`src/rtl/pe_pkg.sv`:
```
// Shared definitions for the load/store memory sequencer: FSM states,
// funct3 encodings, response error bit positions and the funct3 legality check.
package pe_pkg;

  typedef enum logic [2:0] {
    IDLE = 3'd0,
    ADDR = 3'd1,
    ACC1 = 3'd2,
    ACC2 = 3'd3,
    RESP = 3'd4
  } state_e;

  localparam logic [2:0] F3_B  = 3'b000;
  localparam logic [2:0] F3_H  = 3'b001;
  localparam logic [2:0] F3_W  = 3'b010;
  localparam logic [2:0] F3_D  = 3'b011;
  localparam logic [2:0] F3_BU = 3'b100;
  localparam logic [2:0] F3_HU = 3'b101;
  localparam logic [2:0] F3_WU = 3'b110;

  localparam int unsigned ERR_MISALIGN = 0;
  localparam int unsigned ERR_TIMEOUT  = 1;
  localparam int unsigned ERR_W        = 2;

  // Doubleword and unsigned-word forms exist only on a 64-bit data path.
  function automatic logic funct3_legal(input logic store, input logic [2:0] f3,
                                        input logic xlen64);
    logic ok;
    ok = 1'b0;
    if (store) begin
      case (f3)
        F3_B, F3_H, F3_W: ok = 1'b1;
        F3_D:             ok = xlen64;
        default:          ok = 1'b0;
      endcase
    end else begin
      case (f3)
        F3_B, F3_H, F3_W, F3_BU, F3_HU: ok = 1'b1;
        F3_D, F3_WU:                    ok = xlen64;
        default:                        ok = 1'b0;
      endcase
    end
    return ok;
  endfunction

endpackage

```
`src/rtl/pe_lane_align.sv`:
```
// Byte-lane steering for the sequencer: store data/byte-enable placement across
// two adjacent words, and merge plus sign/zero extension of returned load data.
module pe_lane_align
  import pe_pkg::*;
#(
  parameter  int unsigned XLEN = 32,
  localparam int unsigned NB   = XLEN / 8,
  localparam int unsigned OW   = $clog2(NB)
) (
  input  logic [2:0]      funct3,
  input  logic [OW-1:0]   offset,
  input  logic [XLEN-1:0] wdata,
  input  logic [XLEN-1:0] rdata_lo,
  input  logic [XLEN-1:0] rdata_hi,
  output logic [NB-1:0]   be_lo_c,
  output logic [NB-1:0]   be_hi_c,
  output logic [XLEN-1:0] wdata_lo_c,
  output logic [XLEN-1:0] wdata_hi_c,
  output logic            cross_c,
  output logic [XLEN-1:0] load_data_c
);

  localparam int unsigned BW = 2 * NB;
  localparam int unsigned DW = 2 * XLEN;

  logic [OW+2:0]   sh;
  logic [BW-1:0]   size_be;
  logic [BW-1:0]   be_wide;
  logic [XLEN-1:0] wmask;
  logic [DW-1:0]   wdata_wide;
  logic [XLEN-1:0] raw;
  logic            sgn;

  assign sh  = {offset, 3'b000};
  assign sgn = ~funct3[2];

  // Access size from funct3[1:0]: 1, 2, 4 or 8 bytes.
  always_comb begin
    size_be = '0;
    wmask   = '0;
    case (funct3[1:0])
      2'b00: begin size_be = BW'(1);     wmask = XLEN'(8'hFF);         end
      2'b01: begin size_be = BW'(3);     wmask = XLEN'(16'hFFFF);      end
      2'b10: begin size_be = BW'(4'hF);  wmask = XLEN'(32'hFFFF_FFFF); end
      default: begin size_be = BW'(8'hFF); wmask = '1;                 end
    endcase
  end

  assign be_wide    = size_be << offset;
  assign be_lo_c    = be_wide[NB-1:0];
  assign be_hi_c    = be_wide[BW-1:NB];
  assign cross_c    = |be_hi_c;
  assign wdata_wide = DW'(wdata & wmask) << sh;
  assign wdata_lo_c = wdata_wide[XLEN-1:0];
  assign wdata_hi_c = wdata_wide[DW-1:XLEN];

  // Bytes of a split load straddle both words; shift the pair down as one.
  assign raw = XLEN'({rdata_hi, rdata_lo} >> sh);

  always_comb begin
    load_data_c = raw;
    case (funct3[1:0])
      2'b00:   load_data_c = sgn ? XLEN'($signed(raw[7:0]))  : XLEN'(raw[7:0]);
      2'b01:   load_data_c = sgn ? XLEN'($signed(raw[15:0])) : XLEN'(raw[15:0]);
      2'b10:   load_data_c = sgn ? XLEN'($signed(raw[31:0])) : XLEN'(raw[31:0]);
      default: load_data_c = raw;
    endcase
  end

endmodule

```
`src/rtl/pe_mem_sequencer.sv`:
```
// Single-outstanding load/store sequencer: address generation, optional split of
// word-crossing accesses, per-access ack timeout and a one-cycle response.
module pe_mem_sequencer
  import pe_pkg::*;
#(
  parameter  int unsigned XLEN             = 32,
  parameter  int unsigned TIMEOUT_CYCLES   = 15,
  parameter  int unsigned SPLIT_MISALIGNED = 1,
  localparam int unsigned NB               = XLEN / 8
) (
  input  logic              clk,
  input  logic              reset,
  input  logic              req_valid,
  output logic              req_ready,
  input  logic              req_store,
  input  logic [2:0]        req_funct3,
  input  logic [4:0]        req_rd,
  input  logic [XLEN-1:0]   req_base,
  input  logic [11:0]       req_imm12,
  input  logic [XLEN-1:0]   req_wdata,
  output logic              mem_read,
  output logic              mem_write,
  output logic [XLEN-1:0]   mem_address,
  output logic [NB-1:0]     mem_be,
  output logic [XLEN-1:0]   mem_wdata,
  input  logic [XLEN-1:0]   mem_rdata,
  input  logic              mem_ack,
  output logic              rsp_valid,
  output logic [4:0]        rsp_rd,
  output logic [XLEN-1:0]   rsp_data,
  output logic              rsp_write,
  output logic [ERR_W-1:0]  rsp_err,
  output logic              busy
);

  localparam int unsigned OW = $clog2(NB);
  localparam int unsigned WW = $clog2(TIMEOUT_CYCLES + 1);

  state_e            state_q, state_d;
  logic              store_q, store_d;
  logic [2:0]        funct3_q, funct3_d;
  logic [4:0]        rd_q, rd_d;
  logic [XLEN-1:0]   base_q, base_d;
  logic [11:0]       imm_q, imm_d;
  logic [XLEN-1:0]   wdata_q, wdata_d;
  logic [OW-1:0]     off_q, off_d;
  logic              split_q, split_d;
  logic [NB-1:0]     be_hi_q, be_hi_d;
  logic [XLEN-1:0]   wdata_hi_q, wdata_hi_d;
  logic [XLEN-1:0]   rdata_lo_q, rdata_lo_d;
  logic [WW-1:0]     wait_q, wait_d;

  logic              req_ready_q, req_ready_d;
  logic              busy_q, busy_d;
  logic              mem_read_q, mem_read_d;
  logic              mem_write_q, mem_write_d;
  logic [XLEN-1:0]   mem_address_q, mem_address_d;
  logic [NB-1:0]     mem_be_q, mem_be_d;
  logic [XLEN-1:0]   mem_wdata_q, mem_wdata_d;
  logic              rsp_valid_q, rsp_valid_d;
  logic [4:0]        rsp_rd_q, rsp_rd_d;
  logic [XLEN-1:0]   rsp_data_q, rsp_data_d;
  logic              rsp_write_q, rsp_write_d;
  logic [ERR_W-1:0]  rsp_err_q, rsp_err_d;

  logic [XLEN-1:0]   ea_c;
  logic [OW-1:0]     off_c;
  logic              legal_c;
  logic [XLEN-1:0]   lane_lo_c, lane_hi_c;
  logic [NB-1:0]     be_lo_c, be_hi_c;
  logic [XLEN-1:0]   wdata_lo_c, wdata_hi_c;
  logic              cross_c;
  logic [XLEN-1:0]   load_data_c;
  logic [ERR_W-1:0]  err_c;
  logic [XLEN-1:0]   ldata_c;

  assign ea_c      = base_q + XLEN'($signed(imm_q));
  assign off_c     = (state_q == ADDR) ? ea_c[OW-1:0] : off_q;
  assign legal_c   = funct3_legal(store_q, funct3_q, XLEN == 64);
  assign lane_lo_c = (state_q == ACC2) ? rdata_lo_q : mem_rdata;
  assign lane_hi_c = (state_q == ACC2) ? mem_rdata  : '0;

  pe_lane_align #(.XLEN(XLEN)) u_lane_align (
    .funct3      (funct3_q),
    .offset      (off_c),
    .wdata       (wdata_q),
    .rdata_lo    (lane_lo_c),
    .rdata_hi    (lane_hi_c),
    .be_lo_c     (be_lo_c),
    .be_hi_c     (be_hi_c),
    .wdata_lo_c  (wdata_lo_c),
    .wdata_hi_c  (wdata_hi_c),
    .cross_c     (cross_c),
    .load_data_c (load_data_c)
  );

  // Next state, request latching and registered output values.
  always_comb begin
    state_d       = state_q;
    store_d       = store_q;
    funct3_d      = funct3_q;
    rd_d          = rd_q;
    base_d        = base_q;
    imm_d         = imm_q;
    wdata_d       = wdata_q;
    off_d         = off_q;
    split_d       = split_q;
    be_hi_d       = be_hi_q;
    wdata_hi_d    = wdata_hi_q;
    rdata_lo_d    = rdata_lo_q;
    wait_d        = wait_q;
    mem_read_d    = mem_read_q;
    mem_write_d   = mem_write_q;
    mem_address_d = mem_address_q;
    mem_be_d      = mem_be_q;
    mem_wdata_d   = mem_wdata_q;
    err_c         = '0;
    ldata_c       = '0;

    unique case (state_q)
      IDLE: begin
        if (req_valid) begin
          store_d  = req_store;
          funct3_d = req_funct3;
          rd_d     = req_rd;
          base_d   = req_base;
          imm_d    = req_imm12;
          wdata_d  = req_wdata;
          state_d  = ADDR;
        end
      end
      ADDR: begin
        off_d      = ea_c[OW-1:0];
        split_d    = cross_c;
        be_hi_d    = be_hi_c;
        wdata_hi_d = wdata_hi_c;
        if (!legal_c || (cross_c && SPLIT_MISALIGNED == 0)) begin
          state_d             = RESP;
          err_c[ERR_MISALIGN] = 1'b1;
        end else begin
          state_d       = ACC1;
          wait_d        = '0;
          mem_read_d    = !store_q;
          mem_write_d   = store_q;
          mem_address_d = {ea_c[XLEN-1:OW], OW'(0)};
          mem_be_d      = be_lo_c;
          mem_wdata_d   = store_q ? wdata_lo_c : '0;
        end
      end
      ACC1, ACC2: begin
        // An ack in the last counted cycle still wins over the timeout.
        if (mem_ack) begin
          if (state_q == ACC1 && split_q) begin
            state_d       = ACC2;
            rdata_lo_d    = mem_rdata;
            wait_d        = '0;
            mem_address_d = mem_address_q + XLEN'(NB);
            mem_be_d      = be_hi_q;
            mem_wdata_d   = wdata_hi_q;
          end else begin
            state_d = RESP;
            ldata_c = store_q ? '0 : load_data_c;
          end
        end else if (wait_q == WW'(TIMEOUT_CYCLES - 1)) begin
          state_d            = RESP;
          err_c[ERR_TIMEOUT] = 1'b1;
        end else begin
          wait_d = wait_q + WW'(1);
        end
      end
      RESP:    state_d = IDLE;
      default: state_d = IDLE;
    endcase

    if (state_d == RESP) begin
      mem_read_d    = 1'b0;
      mem_write_d   = 1'b0;
      mem_address_d = '0;
      mem_be_d      = '0;
      mem_wdata_d   = '0;
    end

    rsp_valid_d = (state_d == RESP);
    rsp_rd_d    = (state_d == RESP) ? rd_q : '0;
    rsp_err_d   = err_c;
    rsp_data_d  = ldata_c;
    rsp_write_d = (state_d == RESP) && !store_q && (err_c == '0);
    req_ready_d = (state_d == IDLE);
    busy_d      = (state_d != IDLE);
  end

  always_ff @(posedge clk) begin
    if (!reset) begin
      state_q       <= IDLE;
      store_q       <= 1'b0;
      funct3_q      <= '0;
      rd_q          <= '0;
      base_q        <= '0;
      imm_q         <= '0;
      wdata_q       <= '0;
      off_q         <= '0;
      split_q       <= 1'b0;
      be_hi_q       <= '0;
      wdata_hi_q    <= '0;
      rdata_lo_q    <= '0;
      wait_q        <= '0;
      req_ready_q   <= 1'b1;
      busy_q        <= 1'b0;
      mem_read_q    <= 1'b0;
      mem_write_q   <= 1'b0;
      mem_address_q <= '0;
      mem_be_q      <= '0;
      mem_wdata_q   <= '0;
      rsp_valid_q   <= 1'b0;
      rsp_rd_q      <= '0;
      rsp_data_q    <= '0;
      rsp_write_q   <= 1'b0;
      rsp_err_q     <= '0;
    end else begin
      state_q       <= state_d;
      store_q       <= store_d;
      funct3_q      <= funct3_d;
      rd_q          <= rd_d;
      base_q        <= base_d;
      imm_q         <= imm_d;
      wdata_q       <= wdata_d;
      off_q         <= off_d;
      split_q       <= split_d;
      be_hi_q       <= be_hi_d;
      wdata_hi_q    <= wdata_hi_d;
      rdata_lo_q    <= rdata_lo_d;
      wait_q        <= wait_d;
      req_ready_q   <= req_ready_d;
      busy_q        <= busy_d;
      mem_read_q    <= mem_read_d;
      mem_write_q   <= mem_write_d;
      mem_address_q <= mem_address_d;
      mem_be_q      <= mem_be_d;
      mem_wdata_q   <= mem_wdata_d;
      rsp_valid_q   <= rsp_valid_d;
      rsp_rd_q      <= rsp_rd_d;
      rsp_data_q    <= rsp_data_d;
      rsp_write_q   <= rsp_write_d;
      rsp_err_q     <= rsp_err_d;
    end
  end

  assign req_ready   = req_ready_q;
  assign busy        = busy_q;
  assign mem_read    = mem_read_q;
  assign mem_write   = mem_write_q;
  assign mem_address = mem_address_q;
  assign mem_be      = mem_be_q;
  assign mem_wdata   = mem_wdata_q;
  assign rsp_valid   = rsp_valid_q;
  assign rsp_rd      = rsp_rd_q;
  assign rsp_data    = rsp_data_q;
  assign rsp_write   = rsp_write_q;
  assign rsp_err     = rsp_err_q;

endmodule

```
`config.mk`:
```
export PLATFORM = sky130hd
export DESIGN_NAME = pe_mem_sequencer
export DESIGN_NICKNAME = d
export VERILOG_FILES = /design/src/rtl/pe_pkg.sv /design/src/rtl/pe_lane_align.sv /design/src/rtl/pe_mem_sequencer.sv
export SDC_FILE = /design/constraint.sdc
export NUM_CORES = 1
export LEC_CHECK = 0
export BUFFER_PORTS_ARGS = -buffer_cell sky130_fd_sc_hd__clkbuf_2
export CORE_UTILIZATION = 57
export DETAILED_ROUTE_END_ITERATION = 16
export PLACE_DENSITY = 0.79
export RECOVER_POWER = 50
export SYNTH_ARGS = -nofsm -noshare
export SYNTH_HDL_FRONTEND = slang
export SYNTH_SLANG_ARGS = --single-unit
export TNS_END_PERCENT = 1
```
`constraint.sdc`:
```
create_clock -name clk -period 3.95 [get_ports clk]
set_input_delay 0.1975 -clock clk [delete_from_list [all_inputs] [get_ports clk]]
set_output_delay 0.1975 -clock clk [all_outputs]
set_load 0.02 [all_outputs]
```
==> impl_metrics.yaml, run 1 <==
status:
  run_status: "finished with violations"
  violations_in_the_final_reports: "max-capacitance violations, max-slew violations"
power:
  leakagePower_nw: 6.80
  cell_internal_pwr_mw: 5.12
  power.switching_fraction_pct: 28.2
  share_clk_of_total_power_pct: 41.4
  power_density_mw_per_mm2: 420
  total_switching_power_mw: 2.01
  vdd_ir_drop_max_v: 0.000341
  pwr-share-comb_pct: 17.1
  sequential_power_share_pct: 41.5
  power_mw: 7.13
routing:
  vias: 14000
  drt_wl_total_um: 42900
  drt_drc_violations_left: 0
  routed_wire_length_per_instance_um: 18.2
  detail_route.vias_per_cell: 5.93
  drt-initial-drc-count: 1312
  number_of_iterations_in_the_first_detailed_routing_pass: 5
  antenna_violating_nets_post_route: 0
global_routing:
  grt_start_max_net_pins: 87
  global_route.usage.total_pct: 34.4
  antenna_found_initial: 0
  grt.overflow.total: 0
  vias_in_the_first_global_route: 13300
  grt_first_pass_wirelength_um: 67500
timing:
  timing_hold_violations_final: 0
  fin_crit_ps: 3370
  timing_worst_slew_pin_value_ps: 1990
  setup-violations-final: 0
  report.final.slew_viol_count: 127
  timing.max_slew.rel_slack_pct: -32.4
  rsz0062_at_grt: "false"
  period_share_pct: 85.3
  maximum_clock_frequency_mhz: 297
  finalSetupTns_ps: 0
  clock-skew-final_ps: 8.92
place:
  port_buffers: 231
  estimated_wirelength_of_the_detail_placed_design_um: 27500
  place.gp.congestion: 0.932
clocking:
  numClockSinks: 266
  max-clock-path-buffers: 3
  htree_num_levels: 1
  cts.repair_timing.setup_buffer_count: 0
  cts.root.buffer_cell: "sky130_fd_sc_hd__clkbuf_16"
  numCtsBuffers: 29
  worst_setup_hold_path_clk_slew_ps: 60
  cts.repair.resized: 0
  post_cts_hold_buffer_count: 117
  cts_tree: "built"
  clkLatencyLatePin_ps: 550
logic_synthesis:
  syn_area_mm2: 0.0136
  async_reset_ff_share_pct: 0
  synthesis.area_per_instance_um2: 7.84
  yosys_most_used_dff: "sky130_fd_sc_hd__dfxtp_1"
  synth_cells: 1740
  ys.warnings.count: 0
  flops_latches_synth: 266
  synth_enable_flop_cells: 0
  synth.yosys.seq_area_share_pct: 39.0
  post_synth_num_cell_types: 71
floorplan:
  floorplan.die_area_mm2: 0.0246
  die_w_um: 157
  effective_utilization_at_floorplan_pct: 58.1
  die_height_um: 157
  core_region_area_mm2: 0.0235
  std_cell_rows: 56
  io_pins: 234
setup_path:
  criticalPathCategory: "flip-flop to flip-flop"
  setup.worst_path.start_class: "flip-flop"
  cp.arrival_ps: 3800
  timing.critical_path.to_type: "flip-flop"
  timing.critical_path.required_ps: 4380
  critPathMaxFanout: 39
hold_path:
  min_path_type: "primary input to flip-flop"
final_layout:
  drive_above_1_share_pct: 10.3
  num-nets-final: 2175
  antenna_cells_inserted: 0
  flow.area_growth_from_synthesis_pct: 24.5
flow_run:
  maxCapViolCount: 2
-- layout by cell type, fill, tap and decap left out, drive strengths merged, types with 24 or more instances in the layout --
cell type,count
nand3,36
o21ai,60
ha,34
nor2,124
a21oi,150
nor3,37
mux2i,55
dfxtp,266
buf,24
a21boi,131
nand2,394
clkbuf,276
a221oi,27
dlygate4sd3,117
o211ai,25
-- logic make-up after synthesis --
kind of cell / share of synthesized area, %
adders and majority gates: 3.26
DFF: 39.0
muxes: 4.21
AOI/OAI and AO/OA: 25.4
buffers and inverters: 4.20
and+or+nand+nor: 22.0
other: 0.0275
xor gates and xnor gates: 1.86
-- Yosys cell counts, drive strengths merged (11+ instances only) --
master / n / area (um^2)
nand2: 394 / 1480
dfxtp: 266 / 5330
a21oi: 150 / 754
a21boi: 131 / 983
nor2: 124 / 465
clkbuf: 98 / 368
o21ai: 60 / 300
mux2i: 55 / 563
nor3: 37 / 190
nand3: 36 / 180
ha: 34 / 425
buf: 29 / 145
a221oi: 27 / 243
o211ai: 25 / 188
a211oi: 20 / 150
a22oi: 19 / 143
and3: 16 / 100
inv: 16 / 60.1
xnor2: 16 / 140
a21o: 15 / 113
nor2b: 15 / 93.8
nand4: 14 / 93.8
and2: 13 / 81.3
xor2: 13 / 114
nor3b: 11 / 87.6
-- power by group through the flow --
stage                     Clock (mW)  Combinational [mW]  Sequential, mW
after floorplan                    0               0.713            3.03
after detailed placement           0                1.11            3.01
after global routing            3.09                1.33            2.97
after global placement             0                1.09            3.01
after CTS                       2.97                1.21            2.95
final                           2.95                1.22            2.96
-- worst max-delay path, cell delays in order, from the launching register on --
cell	delay, ps
sky130_fd_sc_hd__dfxtp_1	630
sky130_fd_sc_hd__nor2b_1	170
sky130_fd_sc_hd__nand3_1	160
sky130_fd_sc_hd__clkbuf_1	1440
sky130_fd_sc_hd__nor2_1	370
sky130_fd_sc_hd__a21oi_1	250
sky130_fd_sc_hd__a311o_1	150
sky130_fd_sc_hd__o21ai_0	80
-- per-stage QoR --
step	hold slack [ps]	cells	instance area [um^2]	util, %	setup slack (ps)
final	43.2	2360	17000	72.4	579
after global routing	19.4	2360	17000	72.4	410
after CTS	3.81	2360	17200	73.1	850
after detailed placement	438	2190	14900	63.6	896
after global placement	433	2190	14900	63.6	994
after floorplan	275	1741	13600	-	1190
-- layer usage --
layer	routed length [um]	share of wire (%)	vias up	GRT usage, %
li1	-	-	6700	-
met1	18200	42	6506	44.3
met2	20200	47	668	57.2
met3	3060	7.1	114	5.18
met4	1490	3.5	0	14.1
met5	0	0	-	0
-- registers in the layout, summed over array words and instances, names as in the netlist, 3 cells and up --
register	flops
base_q	32
state_q	3
wait_q	4
rdata_lo_q	32
be_hi_q	4
wdata_hi_q	24
mem_wdata	32
rd_q	5
funct3_q	3
rsp_rd	5
rsp_data	32
wdata_q	32
imm_q	12
mem_address	30
mem_be	4
-- cell type report --
cell class | instances | area [um^2]
Tap cell | 319 | 399
Clock buffer | 43 | 868
Fill cell | 1872 | 6480
Timing Repair Buffer | 374 | 2380
Inverter | 16 | 60.1
Sequential cell | 266 | 5330
Multi-Input combinational cell | 1332 | 7770
Clock inverter | 10 | 185
-- path summary, 6_finish.rpt --
check	to	startpoint	slack (ps)	depth (start not counted)
worst max-delay path	mem_address[30]	state_q[0]	580	7
worst max register to register	mem_address[30]	state_q[0]	580	7
worst min register to register	mem_wdata[25]	mem_wdata[25]	450	2
worst min-delay path	funct3_q[2]	req_funct3[2]	40	3
Power figures use the tool's default switching activity.
==> inputs of run 2 (changes only) <==
- CORE_UTILIZATION: 57 -> 61
- PLACE_DENSITY: 0.79 -> 0.84
- SLEW_MARGIN: not set -> 20
- clock period: 3.95 -> 4.3 ns (I/O delays scaled with it)
==> run 2 against run 1 <==
Against the previous run:
- the flow still finishes with violations (max-capacitance violations, max-slew violations)
- fmax is 2.1% lower
- sequential power is 8.4% lower
- core utilization is 4.8 points higher
- cell count is 1.8% lower
- first-iteration DRC count is 10% lower
- largest cell class unchanged
==> impl_metrics.yaml, run 2 (synthesized netlist as in run 1, its figures left out) <==
routing:
  drt_drc_violations_left: 0
  antenna_violating_nets_post_route: 0
  vias: 14000
  routed_wire_length_per_instance_um: 18.6
  drt-initial-drc-count: 1178
  detail_route.vias_per_cell: 6.05
  number_of_iterations_in_the_first_detailed_routing_pass: 7
  drt_wl_total_um: 43200
setup_path:
  timing.critical_path.required_ps: 4700
  critPathSlowestCell: "sky130_fd_sc_hd__fa_1"
  worst-r2r-cell-count: 10
  critPathMaxFanout: 16
  r2r_setup_slack_ps: 860
  critical_path_s_top_delay_family: "adder cells"
  timing.critical_path.to: "rsp_data[22]"
  path_depth: 10
  cp.arrival_ps: 3850
  r2r-start: "base_q[0]"
  critical_path.max_stage_delay_ps: 810
  rr_endpoint: "rsp_data[22]"
  startpoint: "base_q[0]"
  timing.critical_path.to_type: "flip-flop"
  criticalPathCategory: "flip-flop to flip-flop"
  crit_path_cell_trace: "ha_1, fa_1, and2_1, a21oi_2, buf_4, mux2i_1, a211oi_1, mux2i_1, nand2_1, a21oi_1"
  critical_path_buf_inv_count: 1
  critical-path-top-cell-by-count: "sky130_fd_sc_hd__mux2i_1"
  setup.worst_path.start_class: "flip-flop"
global_routing:
  grt_start_max_net_pins: 101
  grt.overflow.total: 0
  vias_in_the_first_global_route: 13200
  global_route.usage.total_pct: 36.8
  antenna_found_initial: 1
  grt_first_pass_wirelength_um: 67500
floorplan:
  effective_utilization_at_floorplan_pct: 62.3
  core_region_area_mm2: 0.0219
  std_cell_rows: 54
  floorplan.die_area_mm2: 0.0230
  die_height_um: 152
  die_w_um: 152
  io_pins: 234
timing:
  maximum_clock_frequency_mhz: 290
  period_share_pct: 80.1
  timing.max_slew.rel_slack_pct: -46.8
  finalSetupTns_ps: 0
  timing_hold_violations_final: 0
  rsz0062_at_grt: "false"
  report.final.slew_viol_count: 246
  timing_worst_slew_pin_value_ps: 2200
  setup-violations-final: 0
  hold_slack_ps: 82.7
  clock-skew-final_ps: 15.4
  fin_crit_ps: 3440
power:
  power_density_mw_per_mm2: 389
  vdd_ir_drop_max_v: 0.000400
  leakagePower_nw: 6.77
final_layout:
  drive_above_1_share_pct: 10.2
  nFillCells: 1607
  flow.area_growth_from_synthesis_pct: 23.9
  layout_common_cells: "sky130_fd_sc_hd__nand2_1, sky130_fd_sc_hd__dfxtp_1, sky130_fd_sc_hd__a21oi_1"
  multi_input_area_mm2: 0.00778
  num-nets-final: 2170
  final_common_cell: "sky130_fd_sc_hd__nand2_1"
  register_area_mm2: 0.00533
clocking:
  worst_setup_hold_path_clk_slew_ps: 60
  cts.repair.resized: 0
  htree_num_levels: 1
  cts.repair_timing.setup_buffer_count: 0
  cts.root.buffer_cell: "sky130_fd_sc_hd__clkbuf_16"
  numClockSinks: 266
  max-clock-path-buffers: 3
  numCtsBuffers: 29
  cts_tree: "built"
  clkLatencyLatePin_ps: 560
  post_cts_hold_buffer_count: 117
place:
  estimated_wirelength_of_the_detail_placed_design_um: 26800
  place.gp.congestion: 0.971
  port_buffers: 231
flow_run:
  maxCapViolCount: 3
hold_path:
  min_path_type: "primary input to flip-flop"
status:
  run_status: "finished with violations"
  violations_in_the_final_reports: "max-capacitance violations, max-slew violations"
-- run 2: cell type report --
cell class | instances | area share, %
inverter | 16 | 0.355
antenna | 1 | 0.0148
timing repair buffer | 369 | 13.8
tap | 280 | 2.07
multi-input combinational | 1332 | 46.0
sequential | 266 | 31.5
clock buffer | 41 | 4.97
clock inverter | 13 | 1.24
-- run 2: worst min-delay path by stage --
stage / from / endpoint / slack (ps) / cells past startpoint
after global routing: req_store / store_q / 100 / 3
final: req_store / store_q / 80 / 3
after global placement: rd_q[2] / rsp_rd[2] / 430 / 1
after floorplan: mem_ack / rsp_err[1] / 290 / 1
after detailed placement: mem_wdata[30] / mem_wdata[30] / 440 / 2
after CTS: req_store / store_q / 60 / 3
-- run 2: per-stage QoR --
step                power, mW  utilization (%)  instances  setup WS (ps)  area (um^2)
CTS                      6.54             77.9       2317            942        17100
global route             6.78             77.2       2317            642        16900
finish                   6.57             77.2       2318            855        16900
detailed placement       3.77             67.8       2146            960        14800
global placement         3.75             67.8       2146           1060        14800
floorplan                3.44                -       1741           1540        13600
-- run 2: per-layer routing --
layer	up-vias	track usage [%]	wire (um)
li1	6677	-	-
met1	6569	47.5	17800
met2	667	62.1	20500
met3	119	5.90	3430
met4	2	13.1	1380
met5	-	0	9
-- run 2: worst min-delay path, stage by stage --
cell and delay, ps:
sky130_fd_sc_hd__clkbuf_2 80, sky130_fd_sc_hd__nand2_1 150, sky130_fd_sc_hd__a21boi_0 120
-- run 2: where the power goes --
part | internal, mW | total, mW | leakage (nW) | switching [mW]
Sequential | 2.59 | 2.71 | 2.16 | 0.124
Clock | 1.66 | 2.74 | 0.512 | 1.07
Combinational | 0.424 | 1.13 | 4.10 | 0.702
